**src/rtl/rv_fetch_pkg.sv**
```systemverilog
// Shared types and helpers for the instruction fetch stage.
package rv_fetch_pkg;

    typedef enum logic {
        RUN   = 1'b0,
        FAULT = 1'b1
    } fetch_state_t;

    typedef struct packed {
        logic [31:0] pc;
        logic [31:0] instr;
    } fetch_entry_t;

    localparam int unsigned INSTR_BYTES = 4;

    // A fetch PC is legal when word aligned and the whole word lies at or below last_byte.
    // The sum is done in 33 bits so a PC near 2**32 cannot wrap into the legal range.
    function automatic logic pc_legal(input logic [31:0] pc, input logic [32:0] last_byte);
        return (pc[1:0] == 2'b00) && (({1'b0, pc} + 33'd3) <= last_byte);
    endfunction

endpackage

```
**src/rtl/fetch_fifo.sv**
```systemverilog
// Small circular buffer holding fetched instructions with their PCs.
module fetch_fifo
    import rv_fetch_pkg::*;
#(
    parameter int unsigned DEPTH = 2,
    parameter type T = fetch_entry_t,
    localparam int unsigned PW = (DEPTH > 1) ? $clog2(DEPTH) : 1,
    localparam int unsigned CW = $clog2(DEPTH + 1)
) (
    input  logic          clk,
    input  logic          rst_n,
    input  logic          push,
    input  T              push_data,
    input  logic          pop,
    input  logic          flush,
    output logic [CW-1:0] count,
    output T              head
);

    T              mem [DEPTH];
    logic [PW-1:0] wr_ptr;
    logic [PW-1:0] rd_ptr;
    logic          push_ok;
    logic          pop_ok;

    function automatic logic [PW-1:0] ptr_next(input logic [PW-1:0] p);
        return (p == PW'(DEPTH - 1)) ? '0 : p + PW'(1);
    endfunction

    assign push_ok = push && (count != CW'(DEPTH));
    assign pop_ok  = pop && (count != '0);
    assign head    = mem[rd_ptr];

    // Pointer and occupancy tracking; flush empties the buffer and beats any push.
    always_ff @(posedge clk) begin
        if (!rst_n || flush) begin
            wr_ptr <= '0;
            rd_ptr <= '0;
            count  <= '0;
        end else begin
            if (push_ok) wr_ptr <= ptr_next(wr_ptr);
            if (pop_ok)  rd_ptr <= ptr_next(rd_ptr);
            count <= count + CW'(push_ok) - CW'(pop_ok);
        end
    end

    // Entry storage; contents only matter while counted as occupied.
    always_ff @(posedge clk) begin
        if (push_ok && !flush) mem[wr_ptr] <= push_data;
    end

endmodule

```
**src/rtl/instruction_fetch.sv**
```systemverilog
// Fetch stage: owns the PC, issues word fetches, buffers results for decode.
module instruction_fetch
    import rv_fetch_pkg::*;
#(
    parameter logic [31:0] RESET_PC   = 32'h0000_0000,
    parameter int unsigned ADDR_WIDTH = 7,
    parameter int unsigned FIFO_DEPTH = 2
) (
    input  logic        clk,
    input  logic        rst_n,
    output logic        imem_req,
    output logic [31:0] imem_addr,
    input  logic [31:0] imem_data,
    input  logic        redirect_valid,
    input  logic [31:0] redirect_pc,
    output logic        id_valid,
    input  logic        id_ready,
    output logic [31:0] id_instr,
    output logic [31:0] id_pc,
    output logic        fetch_fault
);

    localparam int unsigned CW        = $clog2(FIFO_DEPTH + 1);
    localparam logic [32:0] LAST_BYTE = 33'((64'd1 << ADDR_WIDTH) - 64'd1);

    fetch_state_t  state;
    fetch_state_t  next_state;
    logic [31:0]   pc;
    logic [31:0]   next_pc;
    logic          pc_ok;
    logic          push;
    logic          flush;
    logic [CW-1:0] count;
    fetch_entry_t  head;
    fetch_entry_t  entry;

    assign pc_ok = pc_legal(pc, LAST_BYTE);
    assign entry = '{pc: pc, instr: imem_data};

    fetch_fifo #(
        .DEPTH (FIFO_DEPTH),
        .T     (fetch_entry_t)
    ) u_fifo (
        .clk       (clk),
        .rst_n     (rst_n),
        .push      (push),
        .push_data (entry),
        .pop       (id_valid && id_ready),
        .flush     (flush),
        .count     (count),
        .head      (head)
    );

    // PC and FSM state registers.
    always_ff @(posedge clk) begin
        if (!rst_n) begin
            state <= RUN;
            pc    <= RESET_PC;
        end else begin
            state <= next_state;
            pc    <= next_pc;
        end
    end

    // Redirect wins over everything; otherwise fetch while legal and the buffer has room.
    // Push gating looks only at occupancy so id_ready never reaches imem_req.
    always_comb begin
        next_state = state;
        next_pc    = pc;
        push       = 1'b0;
        flush      = 1'b0;
        if (redirect_valid) begin
            flush   = 1'b1;
            next_pc = redirect_pc;
            if (state == FAULT && pc_legal(redirect_pc, LAST_BYTE)) next_state = RUN;
        end else if (state == RUN) begin
            if (!pc_ok) begin
                next_state = FAULT;
            end else if (count < CW'(FIFO_DEPTH)) begin
                push    = 1'b1;
                next_pc = pc + 32'(INSTR_BYTES);
            end
        end
    end

    assign imem_req    = rst_n && push;
    assign imem_addr   = pc;
    assign id_valid    = rst_n && (count != '0);
    assign id_instr    = id_valid ? head.instr : '0;
    assign id_pc       = id_valid ? head.pc : '0;
    assign fetch_fault = rst_n && (state == FAULT);

endmodule
```
**config.mk**
```make
export PLATFORM = sky130hd
export DESIGN_NAME = instruction_fetch
export DESIGN_NICKNAME = d
export VERILOG_FILES = /design/src/rtl/rv_fetch_pkg.sv /design/src/rtl/fetch_fifo.sv /design/src/rtl/instruction_fetch.sv
export SDC_FILE = /design/constraint.sdc
export NUM_CORES = 1
export LEC_CHECK = 0
export ABC_AREA = 0
export BUFFER_PORTS_ARGS = -buffer_cell sky130_fd_sc_hd__buf_2
export CORE_MARGIN = 5
export CORE_UTILIZATION = 50
export CTS_CLUSTER_DIAMETER = 80
export DETAILED_ROUTE_END_ITERATION = 6
export HOLD_SLACK_MARGIN = 0.03
export PLACE_DENSITY_LB_ADDON = 0.25
export SYNTH_ARGS = -nofsm -noshare
export SYNTH_HDL_FRONTEND = slang
export SYNTH_SLANG_ARGS = --single-unit
```
**constraint.sdc**
```tcl
create_clock -name clk -period 9.4 [get_ports clk]
set_clock_uncertainty 0.05 [all_clocks]
set_input_delay 2.35 -clock clk [delete_from_list [all_inputs] [get_ports clk]]
set_output_delay 2.35 -clock clk [all_outputs]
set_load 0.01 [all_outputs]
```
==> results of run 1 <==
[metrics by stage]
step           cells  utilization [%]  setup WS, ns  hold WS, ns  total power [mW]
2_1_floorplan    678                -          1.56        0.431             0.896
3_3_place_gp    1029             56.9          3.18        0.456             0.943
3_5_place_dp    1029             56.9          3.14        0.467             0.947
4_1_cts         1061             60.5          3.13        0.487              1.60
5_1_grt         1061             60.5          2.85        0.529              1.65
6_report        1061             60.5          3.06        0.482              1.60
[cell usage in the layout, fill, tap and decap left out, types with 5 or more instances in the layout]
cell type | netlist | final
nor3_1 | 11 | 9
edfxtp_1 | 128 | 128
mux2i_1 | 96 | 96
nand3b_1 | 5 | 5
nand4_1 | 29 | 29
and2_1 | 7 | 7
buf_2 | 6 | 166
and4_1 | 9 | 9
ha_1 | 6 | 6
xnor2_1 | 10 | 10
and3_1 | 17 | 17
buf_4 | 1 | 5
a31oi_1 | 9 | 9
clkbuf_16 | 0 | 17
nor4_1 | 12 | 12
o21ai_0 | 15 | 14
nor2_1 | 89 | 89
nor2b_1 | 28 | 28
a211oi_1 | 6 | 6
o211ai_1 | 6 | 6
dfxtp_1 | 38 | 37
nand2_1 | 14 | 14
nand3_1 | 25 | 25
a21oi_1 | 7 | 7
inv_1 | 15 | 15
clkinvlp_4 | 0 | 6
[per-layer routing]
layer / vias up / GRT usage (%) / wire [um]
met5: - / 0 / 0
met4: 0 / 7.28 / 398
met3: 31 / 4.82 / 1300
met2: 240 / 33.1 / 9210
met1: 2959 / 28.8 / 8740
li1: 2871 / - / -
[cells by family (layout without fill, tap and decap cells)]
group,Yosys count,in the layout,share of synthesized area [%]
AOI/OAI and AO/OA,70,70,6.28
xor gates and xnor gates,14,14,1.53
adders and majority gates,6,6,0.935
buffers and inverters,52,219,3.04
DFF,166,166,57.4
muxes,98,98,12.3
and+or+nand+nor,272,272,18.6
[cells in the mapped netlist, drive strengths merged, types with 15 or more instances]
library cell | instances | area [um^2]
and3 | 17 | 106
buf | 19 | 120
clkbuf | 17 | 63.8
dfxtp | 38 | 761
edfxtp | 128 | 3840
inv | 15 | 56.3
mux2i | 96 | 961
nand3 | 26 | 143
nand4 | 29 | 181
nor2 | 89 | 334
nor2b | 28 | 175
o21ai | 16 | 83.8
[worst paths after layout]
check,cells past startpoint,endpoint,slack [ns],from
setup / recovery,10,imem_req,3.06,imem_addr[0]
hold / removal,2,flop,0.48,u_fifo.rd_ptr
setup reg to reg,10,u_fifo.mem[0][25],4.84,imem_addr[0]
hold reg to reg,2,flop,0.48,u_fifo.rd_ptr
[sequential cells by signal, indices dropped and copies added (netlist names), named ones only]
name,flops
imem_addr,32
state,1
u_fifo.count,2
u_fifo.mem,128
u_fifo.rd_ptr,1
u_fifo.wr_ptr,1
[power groups by stage]
| stage | clock, mW | combinational (mW) | sequential (mW) |
|---|---|---|---|
| 2_1_floorplan | 0 | 0.0635 | 0.832 |
| 3_3_place_gp | 0 | 0.103 | 0.840 |
| 3_5_place_dp | 0 | 0.106 | 0.841 |
| 4_1_cts | 0.673 | 0.106 | 0.825 |
| 5_1_grt | 0.706 | 0.118 | 0.828 |
| 6_report | 0.663 | 0.107 | 0.826 |
[critical path: cells and delay by family (launching register included)]
family,cells,cell delay (ns)
adders and majority gates,1,0.29
buffers and inverters,2,0.30
DFF,1,0.59
and+or+nand+nor,6,1.95
muxes,1,0.39
[cell type report]
type / instances / area, um^2
fill: 1289 / 6250
tap: 216 / 270
clock buffer: 17 / 425
clock inverter: 15 / 141
timing repair buffer: 171 / 868
inverter: 16 / 60.1
multi-input combinational: 460 / 3200
sequential: 166 / 4610
==> results_dict.tcl, run 1 <==
set metrics [dict create \
    status "completed" \
    fp.dieW_um 137 \
    design_area_um2 9570 \
    fin_tns_setup_ns 0 \
    wl_um 19600 \
    drive_above_1_share_pct 26.4 \
    synth_edf_count 128 \
    first_pass_iters 5 \
    cts_setup_buffers 0 \
    cp_common_cell "nor4_1" \
    via_per_inst 5.75 \
    power_frac_comb_pct 6.7 \
    dieArea_um2 18700 \
    syn_area_um2 8030 \
    pin_count 167 \
    worst_pin_slew_ns 1.12 \
    ctsResizeCount 0 \
    ys_seq_elements 166 \
    path_max_fanout 8 \
    synthFlopType "edfxtp_1" \
    crit_path_cell_trace "inv_1 -> ha_1 -> nand3b_1 -> nor4_1 -> mux2i_1 -> nand4_1 -> nor4_1 -> nand3_1 -> nor2_1 -> buf_2" \
    min_path_type "flop to flop" \
    clkSlewWorstSetupHoldPaths_ns 0.06 \
    required_ns 7.00 \
    overflow 0 \
    ys_seq_area_share_pct 57.4 \
    rsz0062_at_grt "false" \
    critPathLaunchType "flop" \
    grt_pass1_vias 5860 \
    min_period_ns 6.34 \
    place_congestion 0.966 \
    synth_cell_types 64 \
    vias 6101 \
    placed_cell_area_um2 9010 \
    grt_pass1_wl_um 30500 \
    drv_slew 0 \
    clockBufferDepth 2 \
    grt_max_degree 66 \
    port_buffers 166 \
    antenna_cells 0 \
    relSlewSlack_pct 25.3 \
    htreeDepth 4 \
    grt_antenna_before_repair 0 \
    async_flop_share_pct 0 \
    yosysWarnings 0 \
    crit_slowest_cell "nor4_1" \
    p_clk_share_pct 41.5 \
    syn_nets 752 \
    initial_core_util_pct 50.7 \
    track_usage_pct 21.0 \
    switching_share_pct 23.9 \
    crit_type "flop to output pin" \
    finalSetupViolCount 0 \
    die_height_um 137 \
    areaGrowthSynthToFinish_pct 19.3 \
    ant_nets 0 \
    core_area_um2 15800 \
    drc 0 \
    ir_worst_vdd_mv 0.119 \
    root_buffer "clkbuf_16" \
    max_freq_mhz 158 \
    drtIter0Drc 473 \
    p_switching_mw 0.381 \
    cts_hold_buffers 0 \
    numClockSinks 166 \
    slowest_delay_ns 0.64 \
    drv_cap 0 \
    finalHoldViolations 0 \
    avgSynthCellArea_um2 11.8 \
    routedWlPerCell_um 18.5 \
    worstPathArrival_ns 3.94 \
    seqPwrFrac_pct 51.8 \
    p_per_area_nw_per_um2 167 \
    endpoint_kind "output pin" \
    netlist_instances 678 \
    leakagePower_nw 3.59 \
    dpl.hpwl_um 13800 \
    period_share_pct 67.5 \
    fin_nets 906 \
    cts_made_buffers 17 \
    cts_tree "yes" \
    power.internal_mw 1.21 \
    clock_latency_ns 0.42 \
    rows 46 \
]
Note: power is estimated with default switching activity, not from simulation.
==> run 2: changes to the inputs <==
--- a/config.mk
+++ b/config.mk
@@ -5,7 +5,7 @@
 export SDC_FILE = /design/constraint.sdc
 export NUM_CORES = 1
 export LEC_CHECK = 0
-export ABC_AREA = 0
+export ABC_AREA = 1
 export BUFFER_PORTS_ARGS = -buffer_cell sky130_fd_sc_hd__buf_2
 export CORE_MARGIN = 5
 export CORE_UTILIZATION = 50
==> constraint.sdc (replaced) <==
create_clock -name clk -period 6.35 [get_ports clk]
set_clock_uncertainty 0.05 [all_clocks]
set_input_delay 1.5875 -clock clk [delete_from_list [all_inputs] [get_ports clk]]
set_output_delay 1.5875 -clock clk [all_outputs]
set_load 0.01 [all_outputs]
==> results_dict.tcl, run 2 <==
set metrics [dict create \
    min_from "u_fifo.wr_ptr" \
    power.internal_mw 1.90 \
    core_area_um2 17400 \
    timing.rr.start "imem_addr[0]" \
    ctsResizeCount 0 \
    fp.dieW_um 144 \
    crit-reg2reg-capture "u_fifo.mem[1][49]" \
    fin_cells 1446 \
    netlist_instances 1042 \
    synth_cell_types 32 \
    ys_seq_area_share_pct 51.5 \
    reg2reg_depth 18 \
    initial_core_util_pct 51.3 \
    critPathLaunchType "flop" \
    relSlewSlack_pct 28.0 \
    routedWlPerCell_um 15.1 \
    fin_nets 1282 \
    hold_depth 2 \
    dieArea_um2 20600 \
    num-fill-cells 1546 \
    rows 48 \
    largest_register_ffs 128 \
    endpoint_kind "output pin" \
    root_buffer "clkbuf_16" \
    dpl.hpwl_um 16000 \
    cts_setup_buffers 0 \
    htreeDepth 4 \
    grt_max_degree 67 \
    seqPwrFrac_pct 49.5 \
    synthFlopType "edfxtp_1" \
    max_freq_mhz 211 \
    place_congestion 0.963 \
    cts_hold_buffers 0 \
    rrSetupSlack_ns 2.26 \
    place_inst 1414 \
    finalSetupViolCount 0 \
    mostFrequentLayoutCells "nand2_1 (333), buf_2 (166), inv_1 (146)" \
    yosys-top-cells-area "edfxtp_1 (43%), nand2_1 (14%), dfxtp_1 (8.5%), mux2_2 (8.1%), inv_1 (6.2%)" \
    clkSlewWorstSetupHoldPaths_ns 0.06 \
    clock_latency_ns 0.42 \
    cts_made_buffers 17 \
    switching_share_pct 22.4 \
    drtIter0Drc 381 \
    crit_type "flop to output pin" \
    ys_seq_elements 166 \
    drv_slew 0 \
    drv_cap 0 \
    hold_slack_ns 0.420 \
    final_common_cell "nand2_1" \
    worst_pin_slew_ns 1.08 \
    p_per_area_nw_per_um2 231 \
    layout_setup_ws_ns 1.61 \
    synth_top_area_share_pct 43.0 \
    overflow 0 \
    period_share_pct 74.7 \
    avgSynthCellArea_um2 8.57 \
    vias 7270 \
    numClockSinks 166 \
    hold_end "u_fifo.wr_ptr" \
    cts_tree "yes" \
    status "completed" \
    synth_top_area_cell "edfxtp_1" \
    rsz0062_at_grt "false" \
    grt_pass1_vias 7177 \
    syn_area_um2 8930 \
    clockBufferDepth 2 \
    fin_tns_setup_ns 0 \
    synth_edf_count 128 \
    ir_worst_vdd_mv 0.183 \
    port_buffers 166 \
    finalHoldViolations 0 \
    drc 0 \
    antenna_cells 0 \
    required_ns 4.71 \
    grt_pass1_wl_um 35100 \
    wl_um 21900 \
    p_switching_mw 0.548 \
    ant_nets 0 \
    syn_nets 1116 \
    first_pass_iters 6 \
    path_max_fanout 7 \
    p_clk_share_pct 43.7 \
    min_path_type "flop to flop" \
    track_usage_pct 21.6 \
    die_height_um 144 \
    via_per_inst 5.03 \
    min_period_ns 4.74 \
    drive_above_1_share_pct 23.8 \
    grt_antenna_before_repair 0 \
    yosys-top-cells-count "nand2_1 (333), inv_1 (147), edfxtp_1 (128)" \
    areaGrowthSynthToFinish_pct 18.9 \
    worstPathArrival_ns 3.11 \
    synth.most_common_cell "nand2_1" \
    yosysWarnings 0 \
    async_flop_share_pct 0 \
    leakagePower_nw 4.81 \
    regMostFlops "u_fifo.mem" \
    power_frac_comb_pct 6.8 \
    preCtsSetupSlack_ns 1.81 \
    pin_count 167 \
]
## run 2: worst max-delay path: stages, from the launching register on
cell	delay [ns]
dfxtp_1	0.50
inv_1	0.14
ha_1	0.31
inv_1	0.20
nand2_1	0.09
nor2_2	0.17
nand3_2	0.17
nand2_1	0.10
nand2_1	0.07
nor2_1	0.11
nand2_1	0.05
nor2_1	0.12
nand2_1	0.10
nor2_4	0.11
nand4_4	0.14
nor2_1	0.16
buf_2	0.15
## run 2: power groups by stage
stage,Sequential [mW],Clock (mW),Combinational [mW]
after floorplan,1.23,0,0.0943
after global placement,1.24,0,0.161
after detailed placement,1.24,0,0.165
after CTS,1.21,1.09,0.167
after global routing,1.22,1.15,0.188
final,1.21,1.07,0.167
## run 2: per-stage QoR
| step | util [%] | power [mW] | area [um^2] |
|---|---|---|---|
| 6_report | 61.0 | 2.45 | 10600 |
| 5_1_grt | 61.0 | 2.55 | 10600 |
| 4_1_cts | 61.0 | 2.47 | 10600 |
| 3_5_place_dp | 57.4 | 1.40 | 10000 |
| 3_3_place_gp | 57.4 | 1.40 | 10000 |
| 2_1_floorplan | - | 1.32 | 8930 |
## run 2: cells by family (layout without fill, tap and decap cells)
kind of cell             count (synthesis)  after routing  synth area share (%)
AND/OR/NAND/NOR                        539            539                  25.3
buffers and inverters                  173            352                  7.52
flip-flops                             166            166                  51.5
multiplexers                            64             64                  8.07
AO/OA/AOI/OAI                           61             61                  3.53
XOR/XNOR                                33             33                  3.23
adder cells (fa/ha/maj)                  6              6                 0.840
## run 2: cell type report
type	instances	area, um^2	area share [%]
tap	225	282	2.65
clock inverter	15	200	1.88
multi-input combinational	703	3680	34.6
sequential	166	4610	43.4
timing repair buffer	172	876	8.25
clock buffer	17	425	4.01
inverter	148	556	5.23
## run 2: worst max-delay path by stage
| stage | slack, ns | from | end |
|---|---|---|---|
| floorplan | 1.07 | imem_addr[0] | u_fifo.mem[1][0] |
| finish | 1.61 | imem_addr[0] | imem_req |
| global route | 1.36 | imem_addr[1] | imem_req |
| detailed placement | 1.81 | rst_n | id_pc[16] |
| global placement | 1.87 | rst_n | id_pc[18] |
| CTS | 1.64 | imem_addr[0] | imem_req |
## run 2: layer usage
| layer | GRT usage (%) | up-vias | wire [um] |
|---|---|---|---|
| met1 | 27.3 | 3303 | 9250 |
| met3 | 4.73 | 38 | 1640 |
| met5 | 0 | - | 0 |
| li1 | - | 3676 | - |
| met2 | 36.7 | 253 | 10500 |
| met4 | 7.78 | 0 | 524 |
==> run 3: changes to the inputs <==
==> constraint.sdc (replaced) <==
create_clock -name clk -period 4.4 [get_ports clk]
set_clock_uncertainty 0.05 [all_clocks]
set_input_delay 1.1 -clock clk [delete_from_list [all_inputs] [get_ports clk]]
set_output_delay 1.1 -clock clk [all_outputs]
set_load 0.01 [all_outputs]
==> results_dict.tcl, run 3 (same netlist as run 2, synthesis figures left out) <==
set metrics [dict create \
    crit_path_cell_trace "ha_1 -> inv_1 -> nor2_2 -> nand2_1 -> nor2_1 -> nand2_1 -> nand2_1 -> nand2_1 -> nor2_1 -> nand3_2 -> nor2_4 -> nand4_4 -> nor2_1 -> buf_2" \
    cts_hold_buffers 0 \
    worstPathArrival_ns 2.73 \
    ant_nets 0 \
    drv_slew 0 \
    ctsResizeCount 0 \
    cts_setup_buffers 0 \
    leakagePower_nw 4.82 \
    rsz0062_at_grt "false" \
    finalHoldViolations 0 \
    multi_input_area_um2 3680 \
    relSlewSlack_pct 42.0 \
    pin_count 167 \
    p_per_area_nw_per_um2 328 \
    num-fill-cells 1573 \
    vias 7393 \
    track_usage_pct 22.2 \
    final_util_pct 61.2 \
    clockBufferDepth 2 \
    clkSlewWorstSetupHoldPaths_ns 0.06 \
    endpoint_kind "output pin" \
    drive_above_1_share_pct 24.0 \
    grt_max_degree 65 \
    required_ns 3.25 \
    drtIter0Drc 428 \
    first_pass_iters 5 \
    power_frac_comb_pct 7.1 \
    finalSetupViolCount 0 \
    power.internal_mw 2.69 \
    ir_worst_vdd_mv 0.233 \
    place_congestion 0.935 \
    port_buffers 166 \
    seqPwrFrac_pct 50.0 \
    antenna_cells 0 \
    drv_cap 0 \
    critical-path-top-delay-family "simple AND/OR/NAND/NOR gates" \
    mostFrequentLayoutCells "nand2_1 (333), buf_2 (166), inv_1 (146)" \
    critPathLaunchType "flop" \
    min_period_ns 3.88 \
    htreeDepth 4 \
    path_max_fanout 9 \
    fin_nets 1287 \
    regMostFlops "u_fifo.mem" \
    switching_share_pct 23.0 \
    die_height_um 144 \
    min_path_type "flop to flop" \
    fp.dieW_um 144 \
    max_freq_mhz 258 \
    worst_pin_slew_ns 0.870 \
    dpl.hpwl_um 16200 \
    core_area_um2 17400 \
    cts_made_buffers 17 \
    root_buffer "clkbuf_16" \
    routedWlPerCell_um 15.4 \
    cts_tree "yes" \
    overflow 0 \
    final_common_cell "nand2_1" \
    fin_tns_setup_ns 0 \
    largest_register_ffs 128 \
    via_per_inst 5.10 \
    crit_slowest_cell "dfxtp_1" \
    regArea_um2 4610 \
    cp_common_cell "nand2_1" \
    rows 48 \
    initial_core_util_pct 51.3 \
    crit_buf_inv 2 \
    place_inst 1419 \
    crit_type "flop to output pin" \
    grt_antenna_before_repair 1 \
    status "completed" \
    fin_cells 1451 \
    dieArea_um2 20600 \
    period_share_pct 88.3 \
    numClockSinks 166 \
    areaGrowthSynthToFinish_pct 19.3 \
    clock_latency_ns 0.42 \
    slowest_delay_ns 0.53 \
    grt_pass1_vias 7272 \
    grt_pass1_wl_um 36000 \
    wl_um 22400 \
    drc 0 \
    p_clk_share_pct 42.9 \
    p_switching_mw 0.805 \
]
[run 3: metal layers]
layer / share of wire, % / global-route usage (%) / wire [um]
met2: 48 / 37.7 / 10700
met1: 43 / 28.6 / 9600
met3: 6.8 / 4.23 / 1520
met4: 2.5 / 7.43 / 555
met5: 0.031 / 0 / 7
[run 3: worst register-to-register path: stages (launching register included)]
cell	delay, ns
dfxtp_1	0.59
nand2_1	0.23
nor2_1	0.29
nand3_2	0.18
inv_1	0.12
nand2_1	0.06
nand2_1	0.05
nand2_1	0.05
nor2_1	0.12
nand2_1	0.07
nor2_2	0.15
inv_1	0.09
nor2_1	0.19
nand3_1	0.19
nor2_4	0.16
buf_12	0.31
[run 3: area by class of cell]
type                    count  share of cell area [%]
multi-input cells         703                    34.5
clock buffers              17                    3.99
inverters                 148                    5.21
repair buffers            177                    8.80
flip-flops and latches    166                    43.2
clock inverters            15                    1.68
well taps                 225                    2.64
[run 3: path summary, 6_finish.rpt]
kind,to,from,cells past startpoint,slack (ns)
max,imem_req,imem_addr[2],14,0.52
min,u_fifo.wr_ptr,u_fifo.wr_ptr,2,0.43
max reg2reg,u_fifo.mem[1][24],imem_addr[10],15,1.10
min reg2reg,u_fifo.wr_ptr,u_fifo.wr_ptr,2,0.43
[run 3: per-stage QoR]
step	hold WS [ns]	power (mW)	area [um^2]	setup slack, ns
final	0.426	3.50	10700	0.517
after global routing	0.466	3.62	10700	0.267
after CTS	0.423	3.52	10700	0.482
after detailed placement	0.409	2.03	10100	0.818
after global placement	0.404	2.02	10100	0.841
after floorplan	0.391	1.91	8940	0.183
[run 3: power by group through the flow]
stage                     Combinational (mW)  Sequential (mW)  Clock, mW
after floorplan                        0.136             1.77          0
after global placement                 0.242             1.78          0
after detailed placement               0.246             1.78          0
after CTS                              0.247             1.75       1.53
after global routing                   0.278             1.75       1.59
final                                  0.248             1.75       1.50
